<file path="src/rtl/alu_share_arbiter.sv">
// alu_share_arbiter: shares one external ALU between two requesters (IDLE/EXEC/HOLD FSM, 2-way round-robin)
// Ports: clk, rst_n (async active-low); req_valid/req_ready/req_a/req_b/req_op carry two packed
// requesters; rsp_valid/rsp_ready/rsp_id/rsp_result/rsp_zero/rsp_geq form the response channel;
// alu_a/alu_b/alu_op drive the shared ALU and alu_result/alu_zero/alu_geq return its outputs;
// busy is high outside IDLE.
// Build option: ALU_ARB_FIXED_PRIO_EN makes requester 0 win every tie and drops the last-grant register.
module alu_share_arbiter (
  input  logic         clk,
  input  logic         rst_n,
  input  logic [1:0]   req_valid,
  output logic [1:0]   req_ready,
  input  logic [127:0] req_a,
  input  logic [127:0] req_b,
  input  logic [7:0]   req_op,
  output logic         rsp_valid,
  input  logic         rsp_ready,
  output logic         rsp_id,
  output logic [63:0]  rsp_result,
  output logic         rsp_zero,
  output logic         rsp_geq,
  output logic [63:0]  alu_a,
  output logic [63:0]  alu_b,
  output logic [3:0]   alu_op,
  input  logic [63:0]  alu_result,
  input  logic         alu_zero,
  input  logic         alu_geq,
  output logic         busy
);
  typedef enum logic [1:0] {IDLE, EXEC, HOLD} state_t;
  state_t state;
  logic g;
`ifdef ALU_ARB_FIXED_PRIO_EN
  assign g = ~req_valid[0];
`else
  logic last;
  // on a tie the requester not granted last wins; otherwise the lone requester
  assign g = &req_valid ? ~last : req_valid[1];
`endif
  assign req_ready = (state == IDLE && |req_valid) ? (g ? 2'b10 : 2'b01) : 2'b00;
  assign busy = state != IDLE;
  always_ff @(posedge clk or negedge rst_n)
    if (!rst_n) begin
      state      <= IDLE;
      rsp_valid  <= 1'b0;
      rsp_id     <= 1'b0;
      rsp_result <= '0;
      rsp_zero   <= 1'b0;
      rsp_geq    <= 1'b0;
      alu_a      <= '0;
      alu_b      <= '0;
      alu_op     <= '0;
`ifndef ALU_ARB_FIXED_PRIO_EN
      last       <= 1'b1;
`endif
    end else begin
      case (state)
        IDLE: if (|req_valid) begin
          state  <= EXEC;
          alu_a  <= g ? req_a[127:64] : req_a[63:0];
          alu_b  <= g ? req_b[127:64] : req_b[63:0];
          alu_op <= g ? req_op[7:4] : req_op[3:0];
          rsp_id <= g;
`ifndef ALU_ARB_FIXED_PRIO_EN
          last   <= g;
`endif
        end
        EXEC: begin
          state      <= HOLD;
          rsp_valid  <= 1'b1;
          rsp_result <= alu_result;
          rsp_zero   <= alu_zero;
          rsp_geq    <= alu_geq;
        end
        HOLD: if (rsp_ready) begin
          state     <= IDLE;
          rsp_valid <= 1'b0;
        end
        default: state <= IDLE;
      endcase
    end
endmodule

</file>
<file path="config.mk">
export PLATFORM = sky130hd
export DESIGN_NAME = alu_share_arbiter
export DESIGN_NICKNAME = d
export VERILOG_FILES = /design/src/rtl/alu_share_arbiter.sv
export SDC_FILE = /design/constraint.sdc
export NUM_CORES = 1
export LEC_CHECK = 0
export CORE_AREA = 2 2 210 212
export DETAILED_ROUTE_END_ITERATION = 12
export DIE_AREA = 0 0 212 214
export PLACE_DENSITY = 0.58
export SLEW_MARGIN = 40
export SYNTH_ARGS = -nofsm -noshare
export SYNTH_HDL_FRONTEND = slang
export SYNTH_SLANG_ARGS = --single-unit
</file>
<file path="constraint.sdc">
create_clock -name clk -period 1.6 [get_ports clk]
set_input_delay 0.16 -clock clk [delete_from_list [all_inputs] [get_ports clk]]
set_output_delay 0.16 -clock clk [all_outputs]
set_load 0.05 [all_outputs]
</file>
Yosys cells after proc, flatten, opt, wreduce, memory -nomap -nowiden
Cells that the tools add are included.

Logic and storage cells: 35. Output and inout bits: 203. Bits in registers: 203.

Reduce and logical (&&, ||, !) cells: 9. Equality and inequality tests: 4. Bitwise logic cells: 1. Mux-type cells: 11.

Operators with widths (number): $mux W64 (2); $mux W2 (4); $reduce_and A2 Y1 (4); $pmux W2 S3 (1); $mux W4 (1); $reduce_bool A2 Y1 (2); $eq A2 B1 Y1 const B (1); $eq A2 B2 Y1 const B (1); $logic_not A2 Y1 (1); $mux W1 (2); $ne A2 B1 Y1 const B (1); $ne A2 B2 Y1 const B (1); $pmux W1 S2 (1); $reduce_or A2 Y1 (1); $logic_and A1 B1 Y1 (1); $not A1 Y1 (1).

Longest topological paths before layout
Gate-level depths: netlist (run 1).

Depth after elaboration: 4. Gate-level depth with buffers: 6.

Worst setup path after synthesis (run 1)
OpenSTA, ideal clock, no wires.

Path type: reg-to-output. Start point: register state[1]. End point: output port req_ready[0]. Stages on the path, launching flop included: 7. Arrival: 1.658 ns. Path buffers: 3. Path slack: -0.218 ns. Path through: dfrtp_1 nor2_1 o21a_1 buf_2 buf_2 buf_4 and2_1.

Word-level cells in the longest chain between the ends: 3.

RTL lines: from (decl) (RTL line 30) `state_t state;`; from (signal assigned) (RTL line 43) `state <= IDLE;`; from (signal assigned) (RTL line 58) `state <= EXEC;`; from (signal assigned) (RTL line 68) `state <= HOLD;`; $logic_not A2 Y1 (RTL line 39) `assign req_ready = (state == IDLE && |req_valid) ? (g ? 2'b10 : 2'b01) : 2'b00;`; $logic_and A1 B1 Y1 (RTL line 39); $mux W2 (RTL line 39); to (decl) (RTL line 11) `output logic [1:0] req_ready,`.

Every way passes these cells.

Worst setup path in the final report (run 1)
Start point: register last. End point: register alu_a[7].

Word-level cells in the longest chain between the ends: 3.

RTL lines: from (decl) (RTL line 35) `logic last;`; from (signal assigned) (RTL line 64) `last <= g;`; $not A1 Y1 (RTL line 37) `assign g = &req_valid ? ~last : req_valid[1];`; $mux W1 (RTL line 37); $mux W64 (RTL line 59) `alu_a <= g ? req_a[127:64] : req_a[63:0];`; to (signal assigned) (RTL line 59); to (decl) (RTL line 21) `output logic [63:0] alu_a,`.

Every way passes these cells. A chain may end at the register's enable or synchronous reset.

==> results.ini, run 1 <==
[setup_path]
cp-end-kind = flop
r2r-start = last
critical_path.max_fanout = 18
regToRegSetupSlack_ns = -0.28
crit_chain = a21bo_4, buf_12, buf_4, buf_12, mux2_2, mux2_2
arrival_ns = 2.30
critPathMaxStageDelay_ns = 0.54
path_delay_family = multiplexers
startpoint = last
cp-start-kind = flop
cp.required_ns = 2.02
slowest_stage = dfstp_2
path_buf_inv = 3
path_class = flop to flop

[status]
status = finished, violations left
failed_checks = setup timing

[finish]
diodes = 0
fillers = 4032
area_growth_syn_to_layout_pct = 85.7
seq_area_sq_um = 5080
fin_nets = 1523
final_cells = 1791
layout_common_cells = clkdlybuf4s50_1, buf_4, mux2_4
multi_input_area_sq_um = 4640
drive_above_1_share_pct = 54.2
mostFrequentLayoutCell = clkdlybuf4s50_1

[timing]
period_minus_slack_ns = 1.88
finalMaxSlewViolations = 0
hold_viol_final = 0
slew-limit-headroom_pct = 78.6
fin_crit_sh_pct = 117
clock_skew_ns = 0.0166
setup_viol_count_final = 135
clock.fmax_mhz = 533
rsz0062_at_grt = true
fin_ws_ns = -0.277
tightest_slew_ns = 0.321

[grt]
met2_usage_pct = 25.3
grt_usage_pct = 14.2
grt_pass1_vias = 8023
grt_max_degree = 45
grt_overflow_total = 0
antenna_found_initial = 1
busiest_layer = met2
grtUsageMet1_pct = 16.6
grt_pass1_wl_mm = 49.4
use_met3_pct = 3.75

[floorplanning]
rows = 76
ios = 538
die_h_um = 214
die_w_um = 212
fp.dieArea_sq_um = 45400
start_util_pct = 21.7
core_sq_um = 42900

[cts]
cts-root-buf = clkbuf_16
cts_buffer_depth = 3
numCtsBuffers = 25
clk_pin_slew_worst_paths_ns = 0.06
clkLatencyLatePin_ns = 0.53
cts_tree = built
htree_levels = 1
cts_sinks = 203

[route]
wirelength_mm = 34.0
drtIter0Drc = 206
drc = 0
vias = 7292
wl_per_cell_um = 19.0
via_per_inst = 4.07
antenna_left = 0
dr.pass1.iters = 4

[power]
leakagePower_nw = 7.91
power_density_nw_per_um2 = 2280
ir_worst_vdd_uv = 1460

[synthesis]
synth_top_cell_area_share_pct = 54.3
synth_seq_cells = 203
yosysTopAreaCell = dfrtp_1
synth_nets = 922
synth_warnings = 0
ys_types = 19
syn_area_sq_um = 9300
syn-instance-count = 587
synth-seq-area-share_pct = 54.6
syn_avg_cell_area_sq_um = 15.8
yosys-top-cells-area = dfrtp_1, mux2_2, mux2_4

[placement]
post-place-cells = 1731
pre_cts_ws_ns = -0.435
port_buffers = 537
gp_congestion = 0.799
place.detailed.hpwl_mm = 25.3

[hold_path]
worstHoldPathType = input pin to asynchronous set/reset pin

[run]
max_cap_viol_count = 0

-- worst register-to-register path: stages, from the launching register on --
cell and delay, ns:
dfstp_2 0.54, a21bo_4 0.17, buf_12 0.12, buf_4 0.11
buf_12 0.17, mux2_2 0.40, mux2_2 0.27
-- kinds of logic after synthesis --
group | Yosys count | synth area share (%)
flops | 203 | 54.6
compound gates | 8 | 0.565
buf+inv | 40 | 2.69
mux | 330 | 41.8
simple gates | 6 | 0.296
-- registers in the layout (all words and copies together) (netlist names) --
register and count:
alu_a 64, alu_b 64, alu_op 4, last 1, rsp_geq 1, rsp_id 1, rsp_result 64, rsp_valid 1
rsp_zero 1, state 2
-- routing by layer --
layer / routed length (um) / vias to the layer above
li1: - / 3331
met5: 13 / -
met2: 17200 / 312
met3: 2760 / 36
met1: 13400 / 3611
met4: 643 / 2
-- per-stage QoR --
stage          util (%)  cell area (sq um)  hold slack (ns)  setup TNS [ns]  total power [mW]
2_1_floorplan         -               9350           -0.136           -8.81              24.0
3_3_place_gp       36.0              15500           0.0901          -44.04              32.0
3_5_place_dp       36.0              15500           0.0933          -48.91              32.2
4_1_cts            39.7              17000           0.0762          -26.88              39.4
5_1_grt            40.3              17300            0.111          -32.56              41.2
6_report           40.3              17300            0.107          -26.16              39.4
-- path summary, 6_finish.rpt --
path	endpoint	cells after the start
worst min-delay path	alu_b[9]	2
worst max-delay path	alu_a[7]	6
worst max register to register	alu_a[7]	6
max in group asynchronous	alu_a[62]	4
worst min register to register	alu_a[54]	1
min in group clk	rsp_result[56]	2
-- area by class of cell --
cell class	count	share of cell area, %
inverter	3	0.0652
tap	585	4.24
sequential	203	29.4
clock buffer	39	4.45
clock inverter	6	0.340
timing repair buffer	611	34.6
multi-input combinational	344	26.9
-- synth_stat cells --
master,instances
buf_6,7
o21a_1,1
o22ai_1,1
and2_1,1
dfstp_2,1
a21o_1,1
dfrtp_1,202
a31oi_1,1
mux2_2,283
buf_2,23
clkbuf_1,2
mux2_4,47
inv_1,3
o21ai_0,1
nor2b_1,1
nor2_1,4
a21oi_1,2
a21bo_1,1
buf_4,5
-- report_power, final --
part           total [mW]  switching (mW)  internal (mW)
Combinational        24.3            14.2           10.1
Sequential           9.43            1.58           7.85
Clock                5.64            2.21           3.44
Total                39.4            18.0           21.4
-- timing repair --
action,in CTS,in global routing
resized for setup,154,50
setup endpoints to repair,135,136
hold buffers,1,0
buffers inserted,11,1
cloned,1,3
pin swaps,0,3
hold endpoints to repair,114,0
Power figures use the tool's default switching activity.
==> inputs of run 2 (changes only) <==
--- a/config.mk
+++ b/config.mk
@@ -5,10 +5,11 @@
 export SDC_FILE = /design/constraint.sdc
 export NUM_CORES = 1
 export LEC_CHECK = 0
+export ABC_AREA = 1
 export CORE_AREA = 2 2 210 212
 export DETAILED_ROUTE_END_ITERATION = 12
 export DIE_AREA = 0 0 212 214
-export PLACE_DENSITY = 0.58
+export PLACE_DENSITY = 0.61
 export SLEW_MARGIN = 40
 export SYNTH_ARGS = -nofsm -noshare
 export SYNTH_HDL_FRONTEND = slang
==> results.ini, run 2 <==
[status]
status = finished, violations left  ; unchanged
failed_checks = setup timing  ; unchanged

[setup_path]
ff2ff_path_depth = 7  ; was 6
startpoint = last  ; unchanged
arrival_ns = 1.56  ; was 2.30 ns
regToRegSetupSlack_ns = 0.05  ; was -0.28 ns
cp-end-kind = output port  ; was flop
cp-start-kind = flop  ; unchanged
r2r-start = last  ; unchanged
reg2reg_to = alu_a[15]  ; was alu_a[7]
path_class = flop to output port  ; was flop to flop
critical_path.max_fanout = 4  ; was 18
endpoint = req_ready[0]  ; was alu_a[7]
cp.required_ns = 1.44  ; was 2.02 ns

[timing]
tightest_slew_ns = 0.405  ; was 0.321 ns
tns_ns = -0.202  ; was -26.16 ns
slew-limit-headroom_pct = 73.0  ; was 78.6%
clock.fmax_mhz = 580  ; was 533 MHz
fin_crit_sh_pct = 108  ; was 117%
finalMaxSlewViolations = 0  ; unchanged
setup_viol_count_final = 2  ; was 135
rsz0062_at_grt = true  ; unchanged
clock_skew_ns = 0.0149  ; was 0.0166 ns
period_minus_slack_ns = 1.72  ; was 1.88 ns
hold_viol_final = 0  ; unchanged
fin_ws_ns = -0.124  ; was -0.277 ns

[synthesis]
synth_warnings = 0  ; unchanged
syn_avg_cell_area_sq_um = 7.07  ; was 15.8 sq um
ys_types = 16  ; was 19
synth_edf_count = 0  ; unchanged
synth_ff_type = dfrtp_1  ; unchanged
yosys-top-cells-area = dfrtp_1, nand2_1, nand3_1  ; was dfrtp_1, mux2_2, mux2_4
syn-instance-count = 1433  ; was 587
netlist_top_cells_count = nand2_1, inv_1, nand3_1  ; was mux2_2, dfrtp_1, mux2_4
synth_seq_cells = 203  ; unchanged
synth_nets = 1768  ; was 922
synth_most_common_cell = nand2_1  ; was mux2_2
async_reset_ff_share_pct = 100  ; unchanged
synth-seq-area-share_pct = 50.2  ; was 54.6%
synth_top_cell_area_share_pct = 49.9  ; was 54.3%
yosysTopAreaCell = dfrtp_1  ; unchanged
syn_area_sq_um = 10100  ; was 9300 sq um

[finish]
mostFrequentLayoutCell = nand2_1  ; was clkdlybuf4s50_1
fin_util_pct = 39.4  ; was 40.3%
drive_above_1_share_pct = 15.5  ; was 54.2%
area_growth_syn_to_layout_pct = 66.7  ; was 85.7%
largest_registers = alu_a: 64 flops, alu_b: 64 flops, rsp_result: 64 flops  ; unchanged
final_cell_area_sq_um = 16900  ; was 17300 sq um
fin_nets = 2291  ; was 1523
layout_common_cells = nand2_1, clkdlybuf4s50_1, inv_1  ; was clkdlybuf4s50_1, buf_4, mux2_4

[cts]
cts_buffer_depth = 3  ; unchanged
cts-root-buf = clkbuf_16  ; unchanged
numCtsBuffers = 24  ; was 25
cts_sinks = 203  ; unchanged
cts_tree = built  ; unchanged
clkLatencyLatePin_ns = 0.52  ; was 0.53 ns
htree_levels = 1  ; unchanged
clk_pin_slew_worst_paths_ns = 0.06  ; about the same

[route]
drc = 0  ; unchanged
antenna_left = 0  ; unchanged
dr.pass1.iters = 4  ; unchanged
wl_per_cell_um = 14.7  ; was 19.0 um
via_per_inst = 4.19  ; was 4.07
vias = 10727  ; was 7292
wirelength_mm = 37.7  ; was 34.0 mm
drtIter0Drc = 649  ; was 206

[grt]
grt_pass1_wl_mm = 58.2  ; was 49.4 mm
grt_pass1_vias = 10747  ; was 8023
grt_usage_pct = 16.0  ; was 14.2%
grt_max_degree = 71  ; was 45
antenna_found_initial = 2  ; was 1
use_met3_pct = 3.84  ; was 3.75%
met2_usage_pct = 27.5  ; was 25.3%
grt_overflow_total = 0  ; unchanged
busiest_layer = met2  ; unchanged
grtUsageMet1_pct = 19.3  ; was 16.6%

[placement]
place.detailed.hpwl_mm = 28.1  ; was 25.3 mm
port_buffers = 537  ; unchanged
gp_congestion = 0.861  ; was 0.799
place_area_sq_um = 15900  ; was 15500 sq um

[floorplanning]
start_util_pct = 23.6  ; was 21.7%
ios = 538  ; unchanged
rows = 76  ; unchanged
fp.dieArea_sq_um = 45400  ; unchanged
core_sq_um = 42900  ; unchanged
die_w_um = 212  ; unchanged
die_h_um = 214  ; unchanged

[power]
ir_worst_vdd_uv = 940  ; was 1460 uV
p_total_mw = 37.3  ; was 39.4 mW
power_density_nw_per_um2 = 2210  ; was 2280 nW/um^2
leakagePower_nw = 9.27  ; was 7.91 nW

[run]
max_cap_viol_count = 0  ; unchanged

[hold_path]
worstHoldPathType = input pin to asynchronous set/reset pin  ; unchanged

-- run 2: layout make-up --
| type | count | area [sq um] |
|---|---|---|
| inverter | 271 | 1020 |
| clock buffer | 33 | 726 |
| sequential | 203 | 5080 |
| multi-input combinational | 874 | 3680 |
| clock inverter | 10 | 160 |
| antenna | 1 | 2.50 |
| timing repair buffer | 582 | 5480 |
| fill | 4350 | 26000 |
| tap | 585 | 732 |
-- run 2: worst min path at each step --
stage	startpoint	to	slack, ns
floorplan	rst_n	alu_a[0]	-0.14
global placement	rst_n	rsp_result[36]	0.14
detailed placement	rst_n	rsp_result[30]	0.14
CTS	rst_n	rsp_result[30]	0.15
global route	alu_result[2]	rsp_result[2]	0.17
finish	rst_n	alu_a[29]	0.16
-- run 2: kinds of logic after synthesis --
kind of cell,synth area share (%)
and+or+nand+nor,35.7
AOI/OAI and AO/OA,0.0988
DFF,50.2
buffers and inverters,14.0
-- run 2: report_power, final --
part | internal (mW) | switching [mW] | leakage [nW] | total (mW)
clock | 3.82 | 2.19 | 0.442 | 6.00
combinational | 6.65 | 15.3 | 6.35 | 22.0
sequential | 7.77 | 1.55 | 2.47 | 9.31
-- run 2: what timing repair did --
item / in CTS / in global routing
hold buffers: 1 / 0
pin swaps: 5 / 3
endpoints found under the setup margin: 3 / 4
gates resized for setup: 7 / 3
buffers inserted: 7 / 2
hold endpoints to repair: 127 / 0
-- run 2: layer usage --
| layer | wire (um) | share of wire (%) | vias up |
|---|---|---|---|
| met4 | 1250 | 3.3 | 2 |
| met2 | 17900 | 47 | 439 |
| met1 | 15300 | 41 | 4906 |
| met3 | 3270 | 8.7 | 78 |
| li1 | - | - | 5302 |
| met5 | 12 | 0.032 | - |
-- run 2: worst max-delay path, stage by stage, from the launching register on --
cell,delay [ns]
dfstp_2,0.55
nand2_4,0.07
nand2_8,0.07
inv_2,0.05
nor2_4,0.13
buf_12,0.15
-- run 2: metrics by stage --
| step | hold slack (ns) | cells | setup slack [ns] |
|---|---|---|---|
| 3_3_place_gp | 0.142 | 2505 | -0.0282 |
| 3_5_place_dp | 0.139 | 2505 | -0.0475 |
| 5_1_grt | 0.171 | 2559 | -0.187 |
| 6_report | 0.163 | 2559 | -0.124 |
| 4_1_cts | 0.147 | 2556 | -0.183 |
| 2_1_floorplan | -0.136 | 1433 | 0.0202 |
